==> config.mk <==
export PLATFORM = sky130hd
export DESIGN_NAME = ahb_bus_arbiter
export DESIGN_NICKNAME = d
export VERILOG_FILES = /design/src/rtl/ahb_pkg.sv /design/src/rtl/rr_priority_picker.sv /design/src/rtl/ahb_bus_arbiter.sv
export SDC_FILE = /design/constraint.sdc
export NUM_CORES = 1
export LEC_CHECK = 0
export BUFFER_PORTS_ARGS = -buffer_cell sky130_fd_sc_hd__buf_2
export CORE_MARGIN = 3
export CORE_UTILIZATION = 30
export CTS_BUF_LIST = sky130_fd_sc_hd__clkbuf_8
export DETAILED_ROUTE_END_ITERATION = 8
export SETUP_SLACK_MARGIN = 0.05
export SLEW_MARGIN = 15
export SYNTH_ARGS = -nofsm -noshare
export SYNTH_HDL_FRONTEND = slang
export SYNTH_SLANG_ARGS = --single-unit
==> constraint.sdc <==
create_clock -name clock -period 3.1 [get_ports clock]
set_input_delay 0.31 -clock clock [delete_from_list [all_inputs] [get_ports clock]]
set_output_delay 0.31 -clock clock [all_outputs]
set_load 0.03 [all_outputs]
==> src/rtl/ahb_pkg.sv <==
// Shared AHB transfer/burst encodings and burst-length decode used by the bus arbiter.
package ahb_pkg;

    typedef enum logic [1:0] {
        IDLE   = 2'd0,
        BUSY   = 2'd1,
        NONSEQ = 2'd2,
        SEQ    = 2'd3
    } htrans_e;

    typedef enum logic [2:0] {
        SINGLE = 3'd0,
        INCR   = 3'd1,
        WRAP4  = 3'd2,
        INCR4  = 3'd3,
        WRAP8  = 3'd4,
        INCR8  = 3'd5,
        WRAP16 = 3'd6,
        INCR16 = 3'd7
    } hburst_e;

    // Zero means the burst has no fixed length and may be re-arbitrated.
    function automatic logic [4:0] burst_len(input hburst_e burst);
        case (burst)
            WRAP4, INCR4:   burst_len = 5'd4;
            WRAP8, INCR8:   burst_len = 5'd8;
            WRAP16, INCR16: burst_len = 5'd16;
            default:        burst_len = 5'd0;
        endcase
    endfunction

endpackage

==> src/rtl/rr_priority_picker.sv <==
// Combinational round-robin picker: first set request strictly after ptr, wrapping,
// so the requester at ptr itself has the lowest priority.
module rr_priority_picker #(
    parameter int unsigned N = 4,
    localparam int unsigned MW = $clog2(N)
) (
    input  logic [N-1:0]  req,
    input  logic [MW-1:0] ptr,
    output logic [N-1:0]  gnt,
    output logic          valid
);

    logic [MW-1:0] w_idx;

    always_comb begin
        gnt   = '0;
        valid = 1'b0;
        w_idx = '0;
        for (int unsigned i = 1; i <= N; i++) begin
            w_idx = MW'((32'(ptr) + i) % N);
            if (!valid && req[w_idx]) begin
                gnt[w_idx] = 1'b1;
                valid      = 1'b1;
            end
        end
    end

endmodule

==> src/rtl/ahb_bus_arbiter.sv <==
// Round-robin AHB arbiter: registered one-hot grant plus address/data-phase owner pipeline.
// Fixed-length bursts and locked sequences close arbitration until they complete.
module ahb_bus_arbiter
    import ahb_pkg::*;
#(
    parameter int unsigned NUM_MASTERS    = 4,
    parameter int unsigned DEFAULT_MASTER = 0,
    localparam int unsigned MW = $clog2(NUM_MASTERS)
) (
    input  logic                   clock,
    input  logic                   hresetn,
    input  logic [NUM_MASTERS-1:0] hbusreq,
    input  logic [NUM_MASTERS-1:0] hlock,
    input  logic [1:0]             htrans,
    input  logic [2:0]             hburst,
    input  logic                   hready,
    output logic [NUM_MASTERS-1:0] hgrant,
    output logic [MW-1:0]          hmaster,
    output logic [MW-1:0]          hmaster_data,
    output logic                   hmastlock
);

    localparam logic [NUM_MASTERS-1:0] DefGrant = NUM_MASTERS'(1) << DEFAULT_MASTER;
    localparam logic [MW-1:0]          DefIdx   = MW'(DEFAULT_MASTER);

    typedef enum logic [1:0] {
        StArb,
        StBurst,
        StLocked
    } state_e;

    state_e                 r_state, w_state_nxt;
    logic [3:0]             r_beats_left, w_beats_nxt;
    logic [NUM_MASTERS-1:0] r_hgrant, w_pick_gnt, w_grant_nxt;
    logic [MW-1:0]          r_rr_ptr, r_hmaster, r_hmaster_data;
    logic [MW-1:0]          w_owner, w_pick_idx, w_new_idx;
    logic                   r_hmastlock, w_pick_valid, w_open;
    htrans_e                w_trans;
    logic [4:0]             w_len;

    assign w_trans = htrans_e'(htrans);
    assign w_len   = burst_len(hburst_e'(hburst));

    rr_priority_picker #(
        .N (NUM_MASTERS)
    ) u_picker (
        .req   (hbusreq),
        .ptr   (r_rr_ptr),
        .gnt   (w_pick_gnt),
        .valid (w_pick_valid)
    );

    always_comb begin
        w_owner    = DefIdx;
        w_pick_idx = DefIdx;
        for (int i = 0; i < NUM_MASTERS; i++) begin
            if (r_hgrant[i]) w_owner = MW'(i);
            if (w_pick_gnt[i]) w_pick_idx = MW'(i);
        end
    end

    // w_open marks an accepted edge at which the grant may move to a new owner.
    always_comb begin
        w_state_nxt = r_state;
        w_beats_nxt = r_beats_left;
        w_open      = 1'b0;
        if (hready) begin
            unique case (r_state)
                StArb: begin
                    if (hlock[w_owner]) begin
                        w_state_nxt = StLocked;
                    end else if (w_trans == NONSEQ && w_len != 5'd0) begin
                        w_beats_nxt = 4'(w_len - 5'd1);
                        w_state_nxt = StBurst;
                    end else begin
                        w_open = 1'b1;
                    end
                end
                StBurst: begin
                    unique case (w_trans)
                        SEQ: begin
                            if (r_beats_left <= 4'd1) begin
                                w_beats_nxt = 4'd0;
                                w_state_nxt = StArb;
                                w_open      = 1'b1;
                            end else begin
                                w_beats_nxt = r_beats_left - 4'd1;
                            end
                        end
                        BUSY: begin
                        end
                        IDLE: begin
                            w_beats_nxt = 4'd0;
                            w_state_nxt = StArb;
                            w_open      = 1'b1;
                        end
                        NONSEQ: begin
                            if (w_len != 5'd0) begin
                                w_beats_nxt = 4'(w_len - 5'd1);
                            end else begin
                                w_beats_nxt = 4'd0;
                                w_state_nxt = StArb;
                                w_open      = 1'b1;
                            end
                        end
                    endcase
                end
                StLocked: begin
                    if (!hlock[w_owner]) begin
                        w_state_nxt = StArb;
                        w_open      = 1'b1;
                    end
                end
                default: w_state_nxt = StArb;
            endcase
        end
        w_grant_nxt = w_pick_valid ? w_pick_gnt : DefGrant;
        w_new_idx   = w_pick_valid ? w_pick_idx : DefIdx;
    end

    always_ff @(posedge clock or negedge hresetn) begin
        if (!hresetn) begin
            r_state        <= StArb;
            r_beats_left   <= 4'd0;
            r_hgrant       <= DefGrant;
            r_rr_ptr       <= DefIdx;
            r_hmaster      <= DefIdx;
            r_hmaster_data <= DefIdx;
            r_hmastlock    <= 1'b0;
        end else begin
            r_state      <= w_state_nxt;
            r_beats_left <= w_beats_nxt;
            if (hready) begin
                r_hmaster      <= w_owner;
                r_hmaster_data <= r_hmaster;
                r_hmastlock    <= hlock[w_owner];
            end
            if (w_open) begin
                r_hgrant <= w_grant_nxt;
                if (w_grant_nxt != r_hgrant) r_rr_ptr <= w_new_idx;
            end
        end
    end

    assign hgrant       = r_hgrant;
    assign hmaster      = r_hmaster;
    assign hmaster_data = r_hmaster_data;
    assign hmastlock    = r_hmastlock;

endmodule
After elaboration in Yosys (flattened, before gate mapping). Cells that the tools add are included.

Add/sub/neg operators: 6. Order comparisons: 10. Eq/ne operators: 18. Mux-type cells: 56. Bitwise gates (word level): 3. Reduce and logical (&&, ||, !) cells: 21.

Operators by type and width (number): $mux 4 (9); $mux 1 (21); $mux 2 (10); $lt 2x3->1 const B (5); $pmux 5 s3 (1); $eq 3x3->1 const B (4); $or 4x4->4 (3); $pmux 2 s3 (2); $pmux 4 s3 (1); $bmux 1 s2 (5); $ne 3x3->1 const B (3); $demux 1 s2 (4); $ge 2x1->1 const B (4); $logic_and 1x1->1 (8); $pmux 4 s2 (1); $sub 4x1->4 const B (2); $eq 2x2->1 const B (3); $eq 3x2->1 const B (2); $ne 2x2->1 const B (3); $pmux 1 s3 (2); $reduce_and 6->1 (1); $reduce_or 2->1 (3); $reduce_and 5->1 (1); $reduce_bool 5->1 (1); other kinds (10) (15).

Register bits after elaboration: 17. Input port bits: 16. Output and inout bits: 9. Logic and storage cells: 121.

Depth between registers and ports, before layout. Gate-level depths: netlist of the first run.

Depth in word-level cells: 17. Mapped depth: 10. Depth with buffers taken out: 9.

By module. From an unflattened synthesis of the first run, not the netlist that was laid out.

Cell total of the unflattened synthesis: 155. Area, all modules: 1423.9 sq um.

By module, submodules not included: ahb_bus_arbiter (instances 1, cells each 107, area each 1008.5 sq um, seq. area each 426.7 sq um); rr_priority_picker (instances 1, cells each 48, area each 415.4 sq um, seq. area each 0.0 sq um).

Worst setup path before layout of the first run. OpenSTA, ideal clock, no wires.

Kind: register -> register. Start: register r_rr_ptr[0]. End: register r_rr_ptr[1]. Setup time: 0.128 ns. Data arrival time: 2.581 ns. Data required time: 2.972 ns. Slack: 0.392 ns. Cell stages (with the launch flop): 11. Buffers on the path: 1. Period minus slack after synthesis: 2.708 ns. Path through: dfrtp_1 buf_6 inv_1 ha_1 mux2_2 o32a_1 a221oi_1 a21oi_1 xor2_1 a41o_1 mux2_1.

Longest elaborated chain between the ends: 16. Elaborated cells on any way between the ends: 55. Classes of those cells: add/sub: 4; order compare: 8; eq/ne: 1; mux: 28; bitwise: 3; reduce/logical: 11.

RTL lines: start, declared (RTL line ahb_bus_arbiter.sv:35) `logic [MW-1:0] r_rr_ptr, r_hmaster, r_hmaster_data;`; start signal, assigned (RTL line ahb_bus_arbiter.sv:126) `r_rr_ptr <= DefIdx;`; start signal, assigned (RTL line ahb_bus_arbiter.sv:140) `if (w_grant_nxt != r_hgrant) r_rr_ptr <= w_new_idx;`; branches (longest 16 deep; another with $lt 2x3->1).

Several ways; the timed one is not identified. The select of a mux whose other input is x is not followed. A chain may end at the register's enable or synchronous reset.

Worst setup path in the final report of the first run.
Start: register r_rr_ptr[1]. End: register r_rr_ptr[0].

Longest elaborated chain between the ends: 17. Elaborated cells on any way between the ends: 56. Classes of those cells: add/sub: 4; order compare: 8; eq/ne: 1; mux: 29; bitwise: 3; reduce/logical: 11.

RTL lines: branches (longest 17 deep; another with $lt 2x3->1).

Several ways; the timed one is not identified. The select of a mux whose other input is x is not followed.

==> run_results.csv, run 1 <==
group,metric,value,unit
status,status,"complete, no violations",
yosys,yosys-top-cells-area,"dfrtp_1 (30%), ha_1 (8.4%), nand2b_1 (5.6%)",
sta,clock.fmax,0.3770,GHz
clock_network,post_cts_buffers,0,
die,rows,23,
power,power.density,994.1,mW/mm^2
clock_network,cts_buffer_depth,2,
place,port_buffers,23,
routing,drt-vias-per-instance,5.009,
yosys,ys_seq_area_share,31.93,%
critical_path,cp-end-kind,"register",
sta,min_period,2.652,ns
sta,worstMarginPinSlew,0.7709,ns
cells_and_area,area_delta_synth_final,19.10,%
cells_and_area,final_cell_area,0.001592,sq mm
power,ir_drop,0.2285,mV
clock_network,clkLatencyLatePin,0.25,ns
critical_path,critical_path.max_fanout,6,
job,max_cap_viol_count,0,
die,die_w,72.74,microns
clock_network,cts-root-buf,"clkbuf_8",
cells_and_area,fin_nets,202,
yosys,synth_most_common_cell,"dfrtp_1",
hold_path,hold_class,"input pin to register",
routing,avgRoutedWirePerCell,12.49,microns
routing,drt-pass1-iter-count,6,
yosys,synth_seq_cells,17,
sta,hold_viol,0,
yosys,yosys_warnings,0,
place,place_ws,0.4624,ns
cells_and_area,drive_above_1_share,25.00,%
clock_network,clk_pin_slew,0.07,ns
clock_network,cts.sink_count,17,
yosys,yosys-top-cells-count,"dfrtp_1 (16), o21ai_0 (14), nand2_1 (13)",
sta,setup_viol,0,
yosys,synthCells,145,
sta,period_share,85.56,%
die,die_area,0.005291,sq mm
yosys,async_flop_share,100.0,%
routing,vias,1132,
place,routabilityCongestion,0.7425,
routing,drtIter0Drc,55,
global_routing,grt_overflow,0,
power,leakage,0.0007211,uW
global_routing,grt_pass1_wl,4519,microns
clock_network,cts_tree,"built",
sta,rsz0062_at_grt,"false",
routing,drcViolationCount,0,
yosys,yosysUniqueCellTypes,39,
sta,worst_slack,0.4477,ns
die,die_h,72.74,microns
yosys,synth_top_cell_area_share,29.96,%
sta,relSlewSlack,48.13,%
sta,finalMaxSlewViolations,0,
global_routing,grtUsageTotal,10.67,%
yosys,postSynthAreaPerCell,9.216,sq um
routing,drtAntennaViolNets,0,
sta,fin_tns_setup,0,ns
global_routing,first_global_vias,1015,
cells_and_area,diodes,0,
place,placed_cell_area,0.001536,sq mm
die,core,0.004144,sq mm
die,initial_core_util,32.25,%
cells_and_area,fill_cells,435,
yosys,yosysTopAreaCell,"dfrtp_1",
critical_path,worstPathArrival,2.79,ns
die,ios,25,
critical_path,crit_chain,"inv_1, ha_1, mux4_2, nor3b_1, a2111oi_2, a221o_2, xnor2_1, a41o_1, mux2_1",
critical_path,path_class,"register to register",
place,hpwlAfterDp,2115,microns
critical_path,crit_buf_inv,1,
critical_path,crit_required,3.23,ns
critical_path,cp_slowest_stage_delay,0.40,ns
global_routing,antenna_found_initial,0,
global_routing,grt_max_degree,18,
sta,hold_ws,0.3809,ns
critical_path,crit_family,"multiplexers",
yosys,syn_area,0.001336,sq mm
yosys,synth_nets,170,
clock_network,cts_buffers,3,
critical_path,start_kind,"register",
routing,routed_wl,2822,microns
yosys,synth_edf_count,0,
critical_path,slowest_stage,"mux4_2",
clock_network,ctsHtreeMaxLevel,1,
sta,fin_skew,0.001943,ns
yosys,synth-main-ff-cell,"dfrtp_1",
-- sequential cells by signal, indices dropped and copies added, names as in the netlist --
register	cells
hmaster_data	2
r_state	2
hgrant	4
r_beats_left	4
hmastlock	1
hmaster	2
r_rr_ptr	2
-- metal layers --
layer  part of all wire, %  global-route usage (%)  vias up
met5                     0                       0        -
li1                      -                       -      585
met3                   3.3                   2.204        2
met1                    52                   14.36      527
met2                    44                   17.54       18
met4                  0.60                   2.459        0
-- cells by family after synthesis --
logic type                 after synthesis  synth area share, %
muxes                                   16                16.76
AOI/OAI and AO/OA                       42                20.22
and+or+nand+nor                         47                17.42
buffers and inverters                   12                3.933
xor gates and xnor gates                 2                1.311
adders and majority gates                9                8.427
DFF                                     17                31.93
-- per-stage QoR --
step / cells / utilization [%] / power [uW]
6_report: 226 / 38.41 / 1582
2_1_floorplan: 145 / - / 1177
4_1_cts: 226 / 38.41 / 1597
3_5_place_dp: 221 / 37.08 / 1423
3_3_place_gp: 221 / 37.08 / 1415
5_1_grt: 226 / 38.41 / 1712
-- worst paths after layout --
path                                        startpoint                          end  slack (ns)  cells past startpoint
max                            r_rr_ptr[1]$_DFFE_PN0P_      r_rr_ptr[0]$_DFFE_PN0P_        0.45                      9
min                                             hready        hmastlock$_DFFE_PN0P_        0.38                      2
max reg2reg                    r_rr_ptr[1]$_DFFE_PN0P_      r_rr_ptr[0]$_DFFE_PN0P_        0.45                      9
min reg2reg                hmaster_data[1]$_DFFE_PN0P_  hmaster_data[1]$_DFFE_PN0P_        0.50                      1
max in group asynchronous                      hresetn        hgrant[0]$_DFFE_PN1P_        2.27                      2
min in group asynchronous                      hresetn        hgrant[3]$_DFFE_PN0P_        0.51                      2
-- power by group --
group	total, uW	switching (uW)	leakage (uW)	internal (uW)
Combinational	1010	550	0.000491	458
Sequential	406	83.4	0.000204	322
Clock	168	79.7	0.0000269	88.0
Total	1580	713	0.000721	869
-- layout by cell type, fill, tap and decap left out, types with 3 or more instances in the layout --
cell type	count
nand2_1	13
ha_1	9
clkbuf_8	3
mux2_2	6
buf_4	5
mux2i_1	4
nor3_1	3
mux4_2	3
inv_1	11
o21ai_0	14
nor2_1	11
dfrtp_1	16
a21oi_1	10
nand2b_1	12
buf_2	23
-- layout make-up --
type | instances | area [sq um] | area share [%]
Inverter | 10 | 37.54 | 2.358
Timing Repair Buffer | 29 | 162.7 | 10.22
Tap cell | 50 | 62.56 | 3.931
Multi-Input combinational cell | 116 | 857.1 | 53.85
Clock buffer | 3 | 41.29 | 2.594
Sequential cell | 17 | 426.7 | 26.81
Clock inverter | 1 | 3.754 | 0.2358
-- what timing repair did --
action,CTS,global route
hold endpoints to repair,16,0
gates resized for setup,0,0
hold buffers,1,0
(Power assumes the default switching activity.)
==> inputs of run 2 (changes only) <==
- CELL_PAD_IN_SITES_DETAIL_PLACEMENT: not set -> 1
- CELL_PAD_IN_SITES_GLOBAL_PLACEMENT: not set -> 2
- PLACE_DENSITY_LB_ADDON: not set -> 0.1
==> run_results.csv, run 2 (synthesis results as in run 1) <==
group,metric,value,unit
routing,drtIter0Drc,32,
clock_network,ctsHoldBuffers,1,
sta,hold_ws,0.3928,ns
place,routabilityCongestion,0.7058,
clock_network,post_cts_buffers,0,
global_routing,antenna_found_initial,0,
sta,fin_skew,0.002751,ns
critical_path,regToRegSetupSlack,0.38,ns
cells_and_area,fill_cells,505,
job,max_cap_viol_count,0,
cells_and_area,diodes,0,
sta,min_period,2.724,ns
place,hpwlAfterDp,2659,microns
critical_path,startpoint,"r_rr_ptr[1]$_DFFE_PN0P_",
sta,rsz0062_at_grt,"false",
global_routing,first_global_vias,1275,
critical_path,reg2reg_depth,9,
die,initial_core_util,32.25,%
global_routing,grt_overflow,0,
sta,worstMarginPinSlew,0.4444,ns
hold_path,worstHoldEndpoint,"hmastlock$_DFFE_PN0P_",
power,ir_drop,0.2731,mV
critical_path,start_kind,"register",
hold_path,min-delay-start,"hready",
die,die_h,72.74,microns
global_routing,grt_pass1_wl,5851,microns
clock_network,ctsHtreeMaxLevel,1,
clock_network,cts_buffer_depth,2,
cells_and_area,layout_common_cells,"buf_2 (23), dfrtp_1 (16), o21ai_0 (14)",
clock_network,cts-root-buf,"clkbuf_8",
place,port_buffers,23,
hold_path,hold_path_depth,2,
critical_path,critical_path.max_fanout,6,
cells_and_area,drive_above_1_share,25.99,%
routing,drt-pass1-iter-count,4,
critical_path,rr_startpoint,"r_rr_ptr[1]$_DFFE_PN0P_",
cells_and_area,mostFrequentLayoutCell,"buf_2",
clock_network,cts_buffers,3,
routing,drtAntennaViolNets,0,
routing,drcViolationCount,0,
clock_network,clkLatencyLatePin,0.25,ns
clock_network,clk_pin_slew,0.07,ns
cells_and_area,area_delta_synth_final,19.76,%
die,rows,23,
clock_network,cts_tree,"built",
hold_path,hold_class,"input pin to register",
sta,relSlewSlack,69.53,%
die,die_w,72.74,microns
routing,vias,1211,
power,power.density,1003,mW/mm^2
routing,drt-vias-per-instance,5.335,
sta,hold_viol,0,
global_routing,grt_max_degree,18,
critical_path,r2r_end,"r_rr_ptr[1]$_DFFE_PN0P_",
sta,fin_tns_setup,0,ns
critical_path,worstPathArrival,2.85,ns
clock_network,cts.sink_count,17,
critical_path,path_class,"register to register",
power,leakage,0.0007258,uW
routing,routed_wl,3343,microns
sta,finalMaxSlewViolations,0,
critical_path,cp-end-kind,"register",
die,ios,25,
global_routing,grtUsageTotal,13.82,%
status,status,"complete, no violations",
sta,setup_viol,0,
routing,avgRoutedWirePerCell,14.73,microns
sta,period_share,87.87,%
clock_network,cts_resized,0,
die,core,0.004144,sq mm
die,die_area,0.005291,sq mm
cells_and_area,fin_nets,203,
critical_path,crit_required,3.23,ns
sta,clock.fmax,0.3671,GHz
## run 2: cell types whose count changed in the layout (fill, tap and decap cells not counted), sizes merged
cell | before | now
buf | 28 | 29
clkinv | 0 | 1
inv | 11 | 10
## run 2: through the flow
step	setup slack, ns	cells	total power (uW)	util (%)	cell area, sq um
floorplan	0.3917	145	1177	-	1336
global placement	0.4351	222	1400	37.26	1544
CTS	0.3456	227	1630	38.62	1600
detailed placement	0.3571	222	1452	37.26	1544
global route	0.1710	227	1763	38.62	1600
finish	0.3759	227	1605	38.62	1600
## run 2: worst max-delay path by stage
stage / slack (ns) / to
floorplan: 0.39 / r_rr_ptr[1]$_DFFE_PN0P_
global placement: 0.44 / r_rr_ptr[0]$_DFFE_PN0P_
detailed placement: 0.36 / r_rr_ptr[0]$_DFFE_PN0P_
CTS: 0.35 / r_rr_ptr[0]$_DFFE_PN0P_
global route: 0.17 / r_rr_ptr[1]$_DFFE_PN0P_
finish: 0.38 / r_rr_ptr[1]$_DFFE_PN0P_
## run 2: layout make-up
type | count | area [sq um] | share of cell area (%)
multi-input cells | 116 | 857.1 | 53.56
flip-flops and latches | 17 | 426.7 | 26.66
repair buffers | 30 | 170.2 | 10.63
well taps | 50 | 62.56 | 3.909
clock buffers | 3 | 41.29 | 2.580
inverters | 10 | 37.54 | 2.346
clock inverters | 1 | 5.005 | 0.3127
## run 2: report_power, final
group          internal, uW  switching, uW
registers               322           89.1
logic                   446            578
clock network          89.2           79.4
total                   858            747
## run 2: routing by layer
metal  vias to the layer above  wire length (microns)  GRT usage, %
met5                         -                      0             0
met4                         0                     13         2.869
met3                         2                    137         2.617
met2                        17                   1636         23.75
met1                       605                   1556         18.03
li1                        587                      -             -
## run 2: critical path, stage by stage, from the launching register on
cell       delay [ns]
dfrtp_1          0.34
inv_1            0.08
ha_1             0.37
mux4_2           0.42
nor3b_1          0.29
a2111oi_2        0.07
a221o_2          0.32
xnor2_1          0.15
a41o_1           0.22
mux2_1           0.34
